`config.mk`:
```
export PLATFORM = sky130hd
export DESIGN_NAME = mem_dbus_ctrl
export DESIGN_NICKNAME = d
export VERILOG_FILES = /design/src/rtl/mem_dbus_ctrl_pkg.sv /design/src/rtl/mem_lane_fmt.sv /design/src/rtl/mem_dbus_ctrl.sv
export SDC_FILE = /design/constraint.sdc
export NUM_CORES = 1
export LEC_CHECK = 0
export ABC_AREA = 0
export ABC_CLOCK_PERIOD_IN_PS = 3800
export CAP_MARGIN = 20
export CORE_UTILIZATION = 45
export DETAILED_ROUTE_END_ITERATION = 6
export PLACE_DENSITY = 0.82
export SYNTH_ARGS = -nofsm -noshare
export SYNTH_HDL_FRONTEND = slang
export SYNTH_HIERARCHICAL = 1
export SYNTH_SLANG_ARGS = --single-unit
```
`constraint.sdc`:
```
create_clock -name cpu_clk_50M -period 3.8 [get_ports cpu_clk_50M]
set_clock_uncertainty 0.1 [all_clocks]
set_input_delay 0.38 -clock cpu_clk_50M [delete_from_list [all_inputs] [get_ports cpu_clk_50M]]
set_output_delay 0.38 -clock cpu_clk_50M [all_outputs]
set_load 0.02 [all_outputs]
```
`src/rtl/mem_dbus_ctrl_pkg.sv`:
```
// Shared encodings for the MEM-stage data-bus master: memory aluops,
// exception codes, FSM states and the data-bus request payload.
package mem_dbus_ctrl_pkg;

  localparam int unsigned OP_W   = 8;
  localparam int unsigned WORD_W = 32;
  localparam int unsigned EXC_W  = 5;

  localparam logic [OP_W-1:0] OP_LB  = 8'h90;
  localparam logic [OP_W-1:0] OP_LBU = 8'h91;
  localparam logic [OP_W-1:0] OP_LH  = 8'h92;
  localparam logic [OP_W-1:0] OP_LHU = 8'h93;
  localparam logic [OP_W-1:0] OP_LW  = 8'h94;
  localparam logic [OP_W-1:0] OP_SB  = 8'h98;
  localparam logic [OP_W-1:0] OP_SH  = 8'h99;
  localparam logic [OP_W-1:0] OP_SW  = 8'h9A;

  localparam logic [EXC_W-1:0] EXC_NONE = 5'h10;
  localparam logic [EXC_W-1:0] EXC_ADEL = 5'h04;
  localparam logic [EXC_W-1:0] EXC_ADES = 5'h05;

  typedef enum logic [2:0] {
    S_IDLE  = 3'd0,
    S_REQ   = 3'd1,
    S_WAIT  = 3'd2,
    S_DONE  = 3'd3,
    S_DRAIN = 3'd4
  } state_t;

  typedef struct packed {
    logic              we;
    logic [3:0]        be;
    logic [WORD_W-1:0] addr;
    logic [WORD_W-1:0] wdata;
  } dbus_req_t;

endpackage

```
`src/rtl/mem_lane_fmt.sv`:
```
// Byte-lane formatting for memory ops (purely combinational).
//   aluop/addr_lo : operation and low address bits
//   din / rdata   : raw store data / raw bus read data
//   is_mem_c, is_store_c, misaligned_c : op classification and alignment fault
//   be_c, wdata_c : byte enables and lane-replicated store data
//   rdata_fmt_c   : extracted and extended load result
module mem_lane_fmt
  import mem_dbus_ctrl_pkg::*;
(
  input  logic [OP_W-1:0]   aluop,
  input  logic [1:0]        addr_lo,
  input  logic [WORD_W-1:0] din,
  input  logic [WORD_W-1:0] rdata,
  output logic              is_mem_c,
  output logic              is_store_c,
  output logic              misaligned_c,
  output logic [3:0]        be_c,
  output logic [WORD_W-1:0] wdata_c,
  output logic [WORD_W-1:0] rdata_fmt_c
);

  logic [7:0]  byte_c;
  logic [15:0] half_c;

  assign byte_c = rdata[{addr_lo, 3'b000} +: 8];
  assign half_c = rdata[{addr_lo[1], 4'b0000} +: 16];

  always_comb begin
    is_mem_c     = 1'b1;
    is_store_c   = 1'b0;
    misaligned_c = 1'b0;
    be_c         = 4'b0000;
    wdata_c      = '0;
    rdata_fmt_c  = '0;
    case (aluop)
      OP_LB, OP_LBU, OP_SB: begin
        be_c        = 4'b0001 << addr_lo;
        wdata_c     = {4{din[7:0]}};
        is_store_c  = (aluop == OP_SB);
        rdata_fmt_c = {{24{(aluop == OP_LB) & byte_c[7]}}, byte_c};
      end
      OP_LH, OP_LHU, OP_SH: begin
        misaligned_c = addr_lo[0];
        be_c         = addr_lo[1] ? 4'b1100 : 4'b0011;
        wdata_c      = {2{din[15:0]}};
        is_store_c   = (aluop == OP_SH);
        rdata_fmt_c  = {{16{(aluop == OP_LH) & half_c[15]}}, half_c};
      end
      OP_LW, OP_SW: begin
        misaligned_c = (addr_lo != 2'b00);
        be_c         = 4'b1111;
        wdata_c      = din;
        is_store_c   = (aluop == OP_SW);
        rdata_fmt_c  = rdata;
      end
      default: is_mem_c = 1'b0;
    endcase
    // Loads never drive write data onto the bus.
    if (!is_store_c) wdata_c = '0;
  end

endmodule

```
`src/rtl/mem_dbus_ctrl.sv`:
```
// MEM-stage data-bus master: issues one load/store at a time, formats load
// data into mem_rdata_o, flags misaligned accesses and stalls the pipeline
// while a transaction is outstanding.
//   cpu_clk_50M, cpu_rst_n : clock, async active-low reset
//   flush                  : pipeline flush
//   mem_aluop/wd/din/exccode : EXE/MEM register contents
//   dbus_*                 : data-bus request (req/we/be/addr/wdata) and
//                            handshake (addr_ok/data_ok/rdata)
//   mem_rdata_o, mem_exccode_o, mem_badvaddr, stallreq_mem : to MEM/WB and stall ctrl
module mem_dbus_ctrl
  import mem_dbus_ctrl_pkg::*;
#(
  parameter int unsigned ADDR_W  = 32,
  parameter int unsigned DATA_W  = 32,
  parameter int unsigned ALUOP_W = 8
)(
  input  logic               cpu_clk_50M,
  input  logic               cpu_rst_n,
  input  logic               flush,
  input  logic [ALUOP_W-1:0] mem_aluop,
  input  logic [31:0]        mem_wd,
  input  logic [31:0]        mem_din,
  input  logic [4:0]         mem_exccode,
  output logic               dbus_req,
  output logic               dbus_we,
  output logic [3:0]         dbus_be,
  output logic [ADDR_W-1:0]  dbus_addr,
  output logic [DATA_W-1:0]  dbus_wdata,
  input  logic               dbus_addr_ok,
  input  logic               dbus_data_ok,
  input  logic [DATA_W-1:0]  dbus_rdata,
  output logic [DATA_W-1:0]  mem_rdata_o,
  output logic [4:0]         mem_exccode_o,
  output logic [31:0]        mem_badvaddr,
  output logic               stallreq_mem
);

  state_t            state_q, state_d;
  dbus_req_t         req_c, req_q, bus_c;
  logic              is_mem_c, is_store_c, misaligned_c;
  logic [3:0]        be_c;
  logic [WORD_W-1:0] wdata_c, rdata_fmt_c;
  logic              valid_c, latch_c, capture_c;

  mem_lane_fmt u_fmt (
    .aluop        (mem_aluop),
    .addr_lo      (mem_wd[1:0]),
    .din          (mem_din),
    .rdata        (dbus_rdata),
    .is_mem_c     (is_mem_c),
    .is_store_c   (is_store_c),
    .misaligned_c (misaligned_c),
    .be_c         (be_c),
    .wdata_c      (wdata_c),
    .rdata_fmt_c  (rdata_fmt_c)
  );

  // A legal access; reset is folded in so bus and stall drop asynchronously.
  assign valid_c = cpu_rst_n & is_mem_c & ~misaligned_c & ~flush &
                   (mem_exccode == EXC_NONE);

  always_comb begin
    req_c.we    = is_store_c;
    req_c.be    = be_c;
    req_c.addr  = {mem_wd[31:2], 2'b00};
    req_c.wdata = wdata_c;
  end

  // Exception merge: upstream code wins over alignment faults.
  always_comb begin
    mem_exccode_o = EXC_NONE;
    if (mem_exccode != EXC_NONE)      mem_exccode_o = mem_exccode;
    else if (is_mem_c & misaligned_c) mem_exccode_o = is_store_c ? EXC_ADES : EXC_ADEL;
  end

  assign mem_badvaddr = mem_wd;

  always_ff @(posedge cpu_clk_50M or negedge cpu_rst_n) begin
    if (!cpu_rst_n) begin
      state_q     <= S_IDLE;
      req_q       <= '0;
      mem_rdata_o <= '0;
    end else begin
      state_q <= state_d;
      if (latch_c) req_q <= req_c;
      if (capture_c && !is_store_c) mem_rdata_o <= DATA_W'(rdata_fmt_c);
    end
  end

  // Next state, bus drive and stall request.
  always_comb begin
    state_d      = state_q;
    bus_c        = '0;
    dbus_req     = 1'b0;
    stallreq_mem = 1'b0;
    latch_c      = 1'b0;
    capture_c    = 1'b0;
    case (state_q)
      S_IDLE: begin
        if (valid_c) begin
          dbus_req     = 1'b1;
          bus_c        = req_c;
          stallreq_mem = 1'b1;
          if (dbus_addr_ok) begin
            // Zero-latency completion is handled exactly like REQ.
            if (dbus_data_ok) begin
              capture_c = 1'b1;
              state_d   = S_DONE;
            end else begin
              state_d   = S_WAIT;
            end
          end else begin
            latch_c = 1'b1;
            state_d = S_REQ;
          end
        end
      end
      S_REQ: begin
        dbus_req     = 1'b1;
        bus_c        = req_q;
        stallreq_mem = valid_c;
        if (dbus_addr_ok) begin
          if (dbus_data_ok) begin
            capture_c = ~flush;
            state_d   = flush ? S_IDLE : S_DONE;
          end else begin
            state_d   = flush ? S_DRAIN : S_WAIT;
          end
        end else if (flush) begin
          state_d = S_IDLE;
        end
      end
      S_WAIT: begin
        stallreq_mem = valid_c;
        if (dbus_data_ok) begin
          capture_c = ~flush;
          state_d   = flush ? S_IDLE : S_DONE;
        end else if (flush) begin
          state_d = S_DRAIN;
        end
      end
      S_DONE:  state_d = S_IDLE;
      S_DRAIN: begin
        stallreq_mem = valid_c;
        if (dbus_data_ok) state_d = S_IDLE;
      end
      default: state_d = S_IDLE;
    endcase
  end

  assign dbus_we    = bus_c.we;
  assign dbus_be    = bus_c.be;
  assign dbus_addr  = ADDR_W'(bus_c.addr);
  assign dbus_wdata = DATA_W'(bus_c.wdata);

endmodule

```
# == Yosys cells after proc, flatten, opt, wreduce, memory -nomap -nowiden ==
# Index checks and enable logic that the tools add are counted.
# op_classes
eq_ne,17
n_shift,3
n_mux,37
bitwise,9
n_reduce_logical,10
# op_table
operator,n
one-hot mux 32 bit (3 select lines),2
one-hot mux 69 bit (2 select lines),1
two-way mux 69 bit,1
equality test 8 bit (second input constant),8
two-way mux 32 bit,1
indexed part select 32 x 6 -> 16 bit,1
indexed part select 32 x 6 -> 8 bit,1
two-way mux 3 bit,9
two-way mux 1 bit,12
one-hot mux 3 bit (4 select lines),1
one-hot mux 4 bit (3 select lines),1
two-way mux 5 bit,2
OR reduction 3 bit,3
OR reduction 8 bit,1
AND 1 bit,7
!= test 3 bit (second input constant),2
one-hot mux 1 bit (2 select lines),3
one-hot mux 1 bit (3 select lines),2
equality test 5 bit (second input constant),1
!= test 5 bit (second input constant),1
two-way mux 4 bit,1
!= test 2 bit (second input constant),2
AND reduction 4 bit,1
left shift 1 x 2 -> 4 bit (first input constant),1
10 further kinds,11
# word_totals
regBits,102
in_bits,114
output_inout_bits,140
wordCells,82

# == Logic depth before layout (Yosys ltp) ==
# depth
depth_word,10
depth_mapped,13
mapped_depth_nobuf,8

# == By module ==
# Netlist, hierarchy kept.
# modules_own_cells
mod,instances,cells_per_inst,area_per_inst_um2,seq_area_each_um2
mem_dbus_ctrl,1,374,5107.4,2552.4
mem_lane_fmt,1,204,1391.3,0.0

# == Worst setup path before layout ==
# No wires, ideal clock.
# synth_timing
path_type,input -> output
start,input mem_aluop[1]
end,output dbus_addr[28]
t_arrival_ns,2.535
t_required_ns,3.320
path_slack_ns,0.785
cell_stages,12
path_buffers,5
path_cell_list,buf_2 > or3b_1 > a211oi_4 > buf_4 > o21ai_1 > nand2_1 > nor4bb_2 > and4_1 > buf_2 > buf_2 > buf_2 > a22o_1
# synth_between
elab_chain_cells,9
elab_cells_between_ends,20
classes_between,eq/ne: 8; mux: 4; bitwise: 5; reduce/logical: 3
# synth_lines
element,line,rtl
start: declaration,mem_dbus_ctrl.sv:20,"input logic [ALUOP_W-1:0] mem_aluop,"
equality test 8 bit,mem_lane_fmt.sv:35,case (aluop)
OR reduction 3 bit / OR reduction 2 bit (equally long branches),n/a,
one-hot mux 1 bit (2 select lines) (*),mem_lane_fmt.sv:35,
named net misaligned_c,mem_dbus_ctrl.sv:40,"logic is_mem_c, is_store_c, misaligned_c;"
NOT 1 bit (*),mem_dbus_ctrl.sv:59,assign valid_c = cpu_rst_n & is_mem_c & ~misaligned_c & ~flush &
AND 1 bit (*) (3 in a row),mem_dbus_ctrl.sv:59,
two-way mux 69 bit (*),mem_dbus_ctrl.sv:100,if (valid_c) begin
one-hot mux 69 bit (2 select lines) (*),mem_dbus_ctrl.sv:98,case (state_q)
end: declaration,mem_dbus_ctrl.sv:27,"output logic [ADDR_W-1:0] dbus_addr,"
# Mark *: on every way through the listed nets, which the timed path passes. The rest lies on a longest branch.

# == Worst setup path after layout ==
# layout_timing
start,input mem_aluop[1]
end,output dbus_be[3]
# layout_between
elab_chain_cells,9
elab_cells_between_ends,22
classes_between,eq/ne: 8; mux: 5; bitwise: 5; reduce/logical: 4
# layout_lines
element,line,rtl
equality test 8 bit,mem_lane_fmt.sv:35,
OR reduction 3 bit / OR reduction 2 bit (equally long branches),n/a,
one-hot mux 1 bit (2 select lines) (*),mem_lane_fmt.sv:35,
named net misaligned_c,mem_dbus_ctrl.sv:40,
NOT 1 bit (*),mem_dbus_ctrl.sv:59,
AND 1 bit (*) (3 in a row),mem_dbus_ctrl.sv:59,
two-way mux 69 bit (*),mem_dbus_ctrl.sv:100,
one-hot mux 69 bit (2 select lines) (*),mem_dbus_ctrl.sv:98,
end: declaration,mem_dbus_ctrl.sv:26,"output logic [3:0] dbus_be,"
# Marks and branches as above.

==> results.txt <==
Of the total synthesized cell area, the portion taken by full adders, half adders and majority gates is 0%. Across the run, the number of max-cap violations was 0. For this design the ratio of total power to cell area is 254 nW/um^2.

For the later-pin clock latency in the skew report, the log shows 0.34 ns. At the placement stage, the worst setup path has a slack of 0.0727 ns. Predominant post-synthesis flop cell: sky130_fd_sc_hd__dfrtp_1.

The finished cells cover 9240 um^2. The die covers 14900 um^2. The buffer and inverter count on the worst path works out to 3.

Share of synthesized area occupied by flip-flops and latches: 39.3%. The required time of the worst setup path was 3.32 ns; the wire length of the first global-routing pass was 30.0 mm. The routed design could run at a clock period as short as 3.68 ns.

TritonCTS built the clock tree. Measured against its own limit, the worst slew margin works out to 53.5%. STA puts the critical path data arrival time at 3.20 ns.

On the worst path, the slowest cell contributes a delay of 0.63 ns. For this run, asynchronously set or reset flops after synthesis account for 100%. In this run the remaining antenna-violating nets after routing total 0. The transition time of the tightest slew-check pin came out at 0.697 ns. The tools report the number of diodes added for antenna fixing as 0. In the layout the commonest cells are sky130_fd_sc_hd__clkdlybuf4s50_1 (243), sky130_fd_sc_hd__dfrtp_1 (102), sky130_fd_sc_hd__mux2_2 (73), sky130_fd_sc_hd__a22o_1 (67). The run finished with clean final reports. The number of buffer cells added on primary ports works out to 251. The relative area change from synthesis to final layout was 42.2%; the post-detailed-route DRC marker count was 0.

The first detailed-routing pass took 5 iterations. After synthesis, the netlist uses 59 different library cells. The number of enable-type register cells in the synthesized netlist was 0; the routed wire length was 19.7 mm. In this design, the critical path's most frequently occurring cell is sky130_fd_sc_hd__clkdlybuf4s50_1. The total overflow left after global routing is 0.

For the post-route core utilization, the log shows 66.1%. Buffers added to address setup during post-CTS repair amount to 0. The tools report the number of pins exceeding their max-slew limit in the final report as 0. STA classifies the critical path endpoint as an output port. The parity-gate share of the synthesized area counting xor and xnor cells is 0%, and the final cycle utilization of the critical path is 96.8%. The tools report the hold violation count in the final report as 0. The number of hold-repair buffers added at the cts stage is 0.

The signal on the critical path passes through clkdlybuf4s50_1 -> or3b_1 -> a211oi_4 -> o21ai_1 -> nand2_1 -> nor4bb_4 -> and4_4 -> buf_12 -> a22o_1 -> clkdlybuf4s50_1. The cell accounting for the most synthesized area is sky130_fd_sc_hd__dfrtp_1. Summing the areas of all compound-gate instances in the mapped netlist gives 19.4% of the synthesized area.

Largest fanout on the critical path: 29. The worst-case IR drop observed on VDD is 0.183 mV. The worst setup path is of the input pin to output port kind. After detailed placement, the total cell area comes to 8920 um^2.

After synthesis the cells add up to 6500 um^2. The logs give 6 for the count of warnings emitted by yosys and 4.28 nW for the static leakage power. The HPWL after detailed placement is 14.3 mm. For this block, the initial DRC count from the detailed router was 309. Leaving out fill and tap cells, the most frequent cell in the layout is sky130_fd_sc_hd__clkdlybuf4s50_1.

Kind of start point of the critical path: an input pin. The tools report the core footprint as 14000 um^2. The worst hold-check path type is input pin to async pin. Broken down by cell family, the worst path's largest delay share belongs to buffers and inverters.

The final estimated routing congestion in global placement was 0.883; the area fraction of the dominant cell type after synthesis was 39.3%. Static timing analysis puts the maximum clock frequency at 272 MHz. The mean post-synth cell area came out at 11.2 um^2. The run gives 0 ns as the summed negative setup slack over all endpoints.

The cell at the root of the clock tree is sky130_fd_sc_hd__clkbuf_16. The average wire length per cell after detail routing works out to 20.5 um. Number of antenna violations at the first check in global routing: 0. The design draws 2.35 mW. The instance count of the mapped netlist was 578. Detailed-route vias per instance: 5.79. Setup violations remaining at the end of the flow were counted as 0. The clock passes through at most 2 buffers.

The proportion of layout cells with a drive suffix above 1 came out at 21.8%. After synthesis, the cell types taking the most area are sky130_fd_sc_hd__dfrtp_1 (39%), sky130_fd_sc_hd__mux2_2 (13%), sky130_fd_sc_hd__a22o_1 (9.0%), sky130_fd_sc_hd__mux2_4 (6.9%), sky130_fd_sc_hd__buf_4 (5.0%). Once the floorplan was initialized, standard cells occupied 46.5% of the core. The highest-delay cell along the critical path is sky130_fd_sc_hd__clkdlybuf4s50_1.

The run gives 1094 as the number of fill cells. Non-filler instance count after layout: 965. After clock tree synthesis, the clock-pin slew on the worst setup and hold paths is 0.07 ns. Summing over every cut layer, the via total after detailed routing is 5583. The total clock sinks is 102, and the width of the chip is 122 um.

Global routing consumed, over all layers together, 26.2% of the routing resources. After synthesis, the largest family of logic cells by area is multiplexers. The simple-gate share of the synthesized area is 8.43%. The number of synthesized register bits came out at 102. The run gives 54 as the largest net degree at the start of global routing. The least setup slack across all paths after layout is 0.122 ns, and the number of cells after detailed placement is 950. The via count of the first global-routing pass was 5571; the mux contribution to synthesized area was 23.6%.

The net count of the finished layout is 895. Number of top-level design ports: 254. Across all hold checks on the routed design, the worst slack comes to 0.0958 ns. The logs give 3 for the H-tree depth and 43 for the number of cell rows. The overall die height came out at 122 um.

The number of CTS-inserted buffers is 9.
## worst register-to-register path, cell delays in order, from the launching register on
cell and delay [ns]:
sky130_fd_sc_hd__dfrtp_1 0.51, sky130_fd_sc_hd__nor3_1 0.28, sky130_fd_sc_hd__and4_4 0.29, sky130_fd_sc_hd__buf_12 0.21, sky130_fd_sc_hd__and2b_4 0.23, sky130_fd_sc_hd__buf_12 0.24, sky130_fd_sc_hd__mux2_2 0.42
## synthesized netlist by cell type, drive strengths merged (5+ instances only)
| cell | count |
|---|---|
| mux2i | 17 |
| a21o | 18 |
| a221o | 12 |
| a22o | 67 |
| or2 | 8 |
| inv | 5 |
| and2 | 9 |
| dfrtp | 102 |
| clkbuf | 17 |
| buf | 70 |
| mux2 | 103 |
| nor2b | 11 |
| nor2 | 23 |
| nand2 | 27 |
| a21oi | 32 |
## report_power, final
part | switching (mW) | internal [mW]
Clock | 0.409 | 0.506
Combinational | 0.163 | 0.185
Sequential | 0.00104 | 1.09
## registers in the layout, indices dropped and copies added, names as in the netlist
name / flops
state_q: 3
req_q: 67
mem_rdata_o: 32
## layout make-up
cell class	instances	area (um^2)	share of cell area [%]
tap	180	225	2.44
clock inverter	6	63.8	0.691
multi-input combinational	385	3370	36.5
sequential	102	2550	27.6
inverter	5	18.8	0.203
timing repair buffer	278	2780	30.1
clock buffer	9	225	2.44
## cells by family after synthesis
family	Yosys count
AO/OA/AOI/OAI	158
buffers and inverters	92
flip-flops	102
multiplexers	124
other	1
AND/OR/NAND/NOR	101
## routing by layer
metal | part of all wire [%] | track usage [%]
met1 | 42 | 35.1
met2 | 47 | 41.8
met3 | 7.3 | 4.45
met4 | 2.9 | 11.3
met5 | 0 | 0
## final timing paths
kind | startpoint | end | slack, ns | cells after the start
setup / recovery | mem_aluop[1] | dbus_be[3] | 0.12 | 10
hold / removal | cpu_rst_n | req_q[12] | 0.1 | 2
setup reg to reg | state_q[1] | req_q[27] | 1.40 | 6
hold reg to reg | mem_rdata_o[30] | mem_rdata_o[30] | 0.41 | 1
max in group asynchronous | cpu_rst_n | req_q[64] | 2.32 | 3
min in group cpu_clk_50M | mem_rdata_o[30] | mem_rdata_o[30] | 0.41 | 1
## what timing repair did
item	CTS	global route
resized for setup	0	10
endpoints found under the setup margin	0	67
hold endpoints to repair	0	0
Note: power is estimated with default switching activity, not from simulation.
==> patch, RTL diff (same settings) <==
Change the parameter `ADDR_W` from 32 to 24.
--- a/src/rtl/mem_dbus_ctrl.sv
+++ b/src/rtl/mem_dbus_ctrl.sv
@@ -10,7 +10,7 @@
 module mem_dbus_ctrl
   import mem_dbus_ctrl_pkg::*;
 #(
-  parameter int unsigned ADDR_W  = 32,
+  parameter int unsigned ADDR_W  = 24,
   parameter int unsigned DATA_W  = 32,
   parameter int unsigned ALUOP_W = 8
 )(
Interface: changed (resized dbus_addr); port bits go from 254 to 246. The function was not compared with the original's and may differ.
==> patch against the original RTL <==
  * Worst setup slack improved by 0.11 ns
  * Wire length is 10% lower
  * Sequential cell count down 8
  * Critical endpoint is now dbus_req
  * Sequential power down 8%
  * Final cell count decreased by 6.1%
  * Cell area shrank 6.6%
  * Total power is 4.2% lower
  * Synthesized cell count decreased by 4.5%
  * Maximum frequency increased by 3.2%
  * Area after synthesis decreased by 8.0%
  * Critical path type unchanged
==> patch: results (changes against the original RTL) <==
- Crit-path max FO: 5 (was 29)
- Vias per cell: 5.77 (was 5.79)
- Crit path max-delay family: buffers and inverters (unchanged)
- Worst hold slack: 0.0753 ns (was 0.0958 ns)
- Reg-to-reg endpoint: req_q[17]$_DFFE_PN0P_ (was req_q[27]$_DFFE_PN0P_)
- DR iter-0 viols: 409 (was 309)
- Top flop regs: req_q: 59 flops, mem_rdata_o: 32 flops, state_q: 3 flops (was req_q: 67 flops, mem_rdata_o: 32 flops, state_q: 3 flops)
- CTS max path bufs: 2 (unchanged)
- Total track usage: 0.250 (was 0.262)
- Compound-cell area share of the yosys netlist: 0.199 (was 0.194)
- Met2 WL post-DR: 8850 µm (was 9370 µm)
- Final HPWL DP: 12,500 µm (was 14,300 µm)
- Vias in the first global route: 5,095 (was 5,571)
- Outcome: completed (unchanged)
- Data arrival time of the critical path: 3.08 ns (was 3.20 ns)
- Share of layout cells above drive strength 1: 0.215 (was 0.218)
- CTS root buf: clkbuf_16 (unchanged)
- Synth area leaders: dfrtp_1 39%, mux2_2 18%, a22o_1 8.6% (was dfrtp_1 39%, mux2_2 13%, a22o_1 9.0%)
- Leak: 4.94 nW (was 4.28 nW)
- Met3 WL: 1650 µm (was 1430 µm)
- Non-Filler Instances: 906 (was 965)
- GPL Wtd Cong: 0.948 (was 0.883)
- M1 wire length: 6750 µm (was 8370 µm)
- XOR/XNOR share of the synthesized area: 0 (unchanged)
- Distinct cells, synth: 58 (was 59)
- Placed Cells: 889 (was 950)
- Post-synth top cells: 95 x mux2_2, 94 x dfrtp_1, 59 x a22o_1 (was 102 x dfrtp_1, 73 x mux2_2, 67 x a22o_1)
- WL/cell: 19.5 µm (was 20.5 µm)
- Placed cell areas: 8140 µm² (was 8920 µm²)
- Inserted Diodes: 0 (unchanged)
- Clk slew on worst S/H paths: 0.07 ns (about the same)
- Async set or reset register ratio after synthesis: 1.00 (unchanged)
- Drt first pass iters: 4 (was 5)
- Hold WC Path Type: in2async (unchanged)
- Synth Instances: 552 (was 578)
- Critical-path top delay cell: clkdlybuf4s50_1 (unchanged)
- Relative slew slack: 0.565 (was 0.535)
- Mux share of post-synthesis cell area: 0.223 (was 0.236)
- Setup WS pre-CTS: 0.0182 ns (was 0.0727 ns)
- Highest Signal Layer: met4 (unchanged)
- Internal: 0.00171 W (was 0.00178 W)
- # port buffers: 227 (was 251)
- Clk_lat worst skew: 0.34 ns (about the same)
- Reg2reg setup slack: 1.39 ns
- Worst path max stage delay: 0.63 ns (about the same)
- Worst r2r src: state_q[1]$_DFFE_PN0P_ (unchanged)
- Peak supply drop: 212 µV (was 183 µV)
- Reg2Reg Depth: 6 (unchanged)
- Fin nets: 843 (was 895)
- Largest net degree at the start of global routing: 60 (was 54)
- Post-synthesis sequential area ratio: 0.394 (was 0.393)
- First-pass GRT wire length: 25,800 µm (was 30,000 µm)
patch: cell types whose count changed after synthesis, sizes merged:
cell,delta
dfrtp,-8
buf,-3
clkbuf,+1
a22o,-8
mux2,-8
patch: worst max-delay path by stage:
stage	startpoint	endpoint	slack (ns)	cells past startpoint
after global placement	mem_aluop[3]	dbus_wdata[12]	0.11	10
after floorplan	mem_aluop[2]	dbus_addr[4]	0.73	12
after detailed placement	mem_aluop[1]	dbus_wdata[12]	0.02	11
final	mem_aluop[1]	dbus_req	0.24	11
after CTS	mem_aluop[1]	dbus_addr[18]	0.007	11
after global routing	mem_aluop[1]	dbus_req	0.08	11
patch: power groups by stage:
| stage | combinational (W) | sequential (W) | clock [W] |
|---|---|---|---|
| global placement | 0.000305 | 0.00102 | 0 |
| CTS | 0.000313 | 0.00100 | 0.000956 |
| detailed placement | 0.000311 | 0.00102 | 0 |
| finish | 0.000314 | 0.00100 | 0.000934 |
| global route | 0.000336 | 0.00100 | 0.00100 |
| floorplan | 0.000137 | 0.00102 | 0 |
patch: logic make-up (layout without fill, tap and decap cells):
group / Yosys count / in the layout
buf+inv: 90 / 271
mux: 116 / 116
flops: 94 / 94
simple gates: 101 / 101
compound gates: 150 / 150
other cells: 1 / 2
patch: what timing repair did:
item                       CTS  global route
resized for setup            1            61
gates cloned                 0             1
buffers inserted             0             0
setup endpoints to repair    1            58
pin swaps                    0             1
patch: final cells by class:
class / count / area [µm²]
Fill cell: 944 / 4150
Multi-Input combinational cell: 369 / 3100
Timing Repair Buffer: 250 / 2630
Sequential cell: 94 / 2350
Clock buffer: 11 / 243
Tap cell: 172 / 215
Clock inverter: 5 / 63.8
Inverter: 5 / 18.8
patch: layer usage:
metal,global-route usage,vias up
met5,0,-
met2,0.427,249
met1,0.285,2585
li1,-,2361
met3,0.0803,36
met4,0.112,0
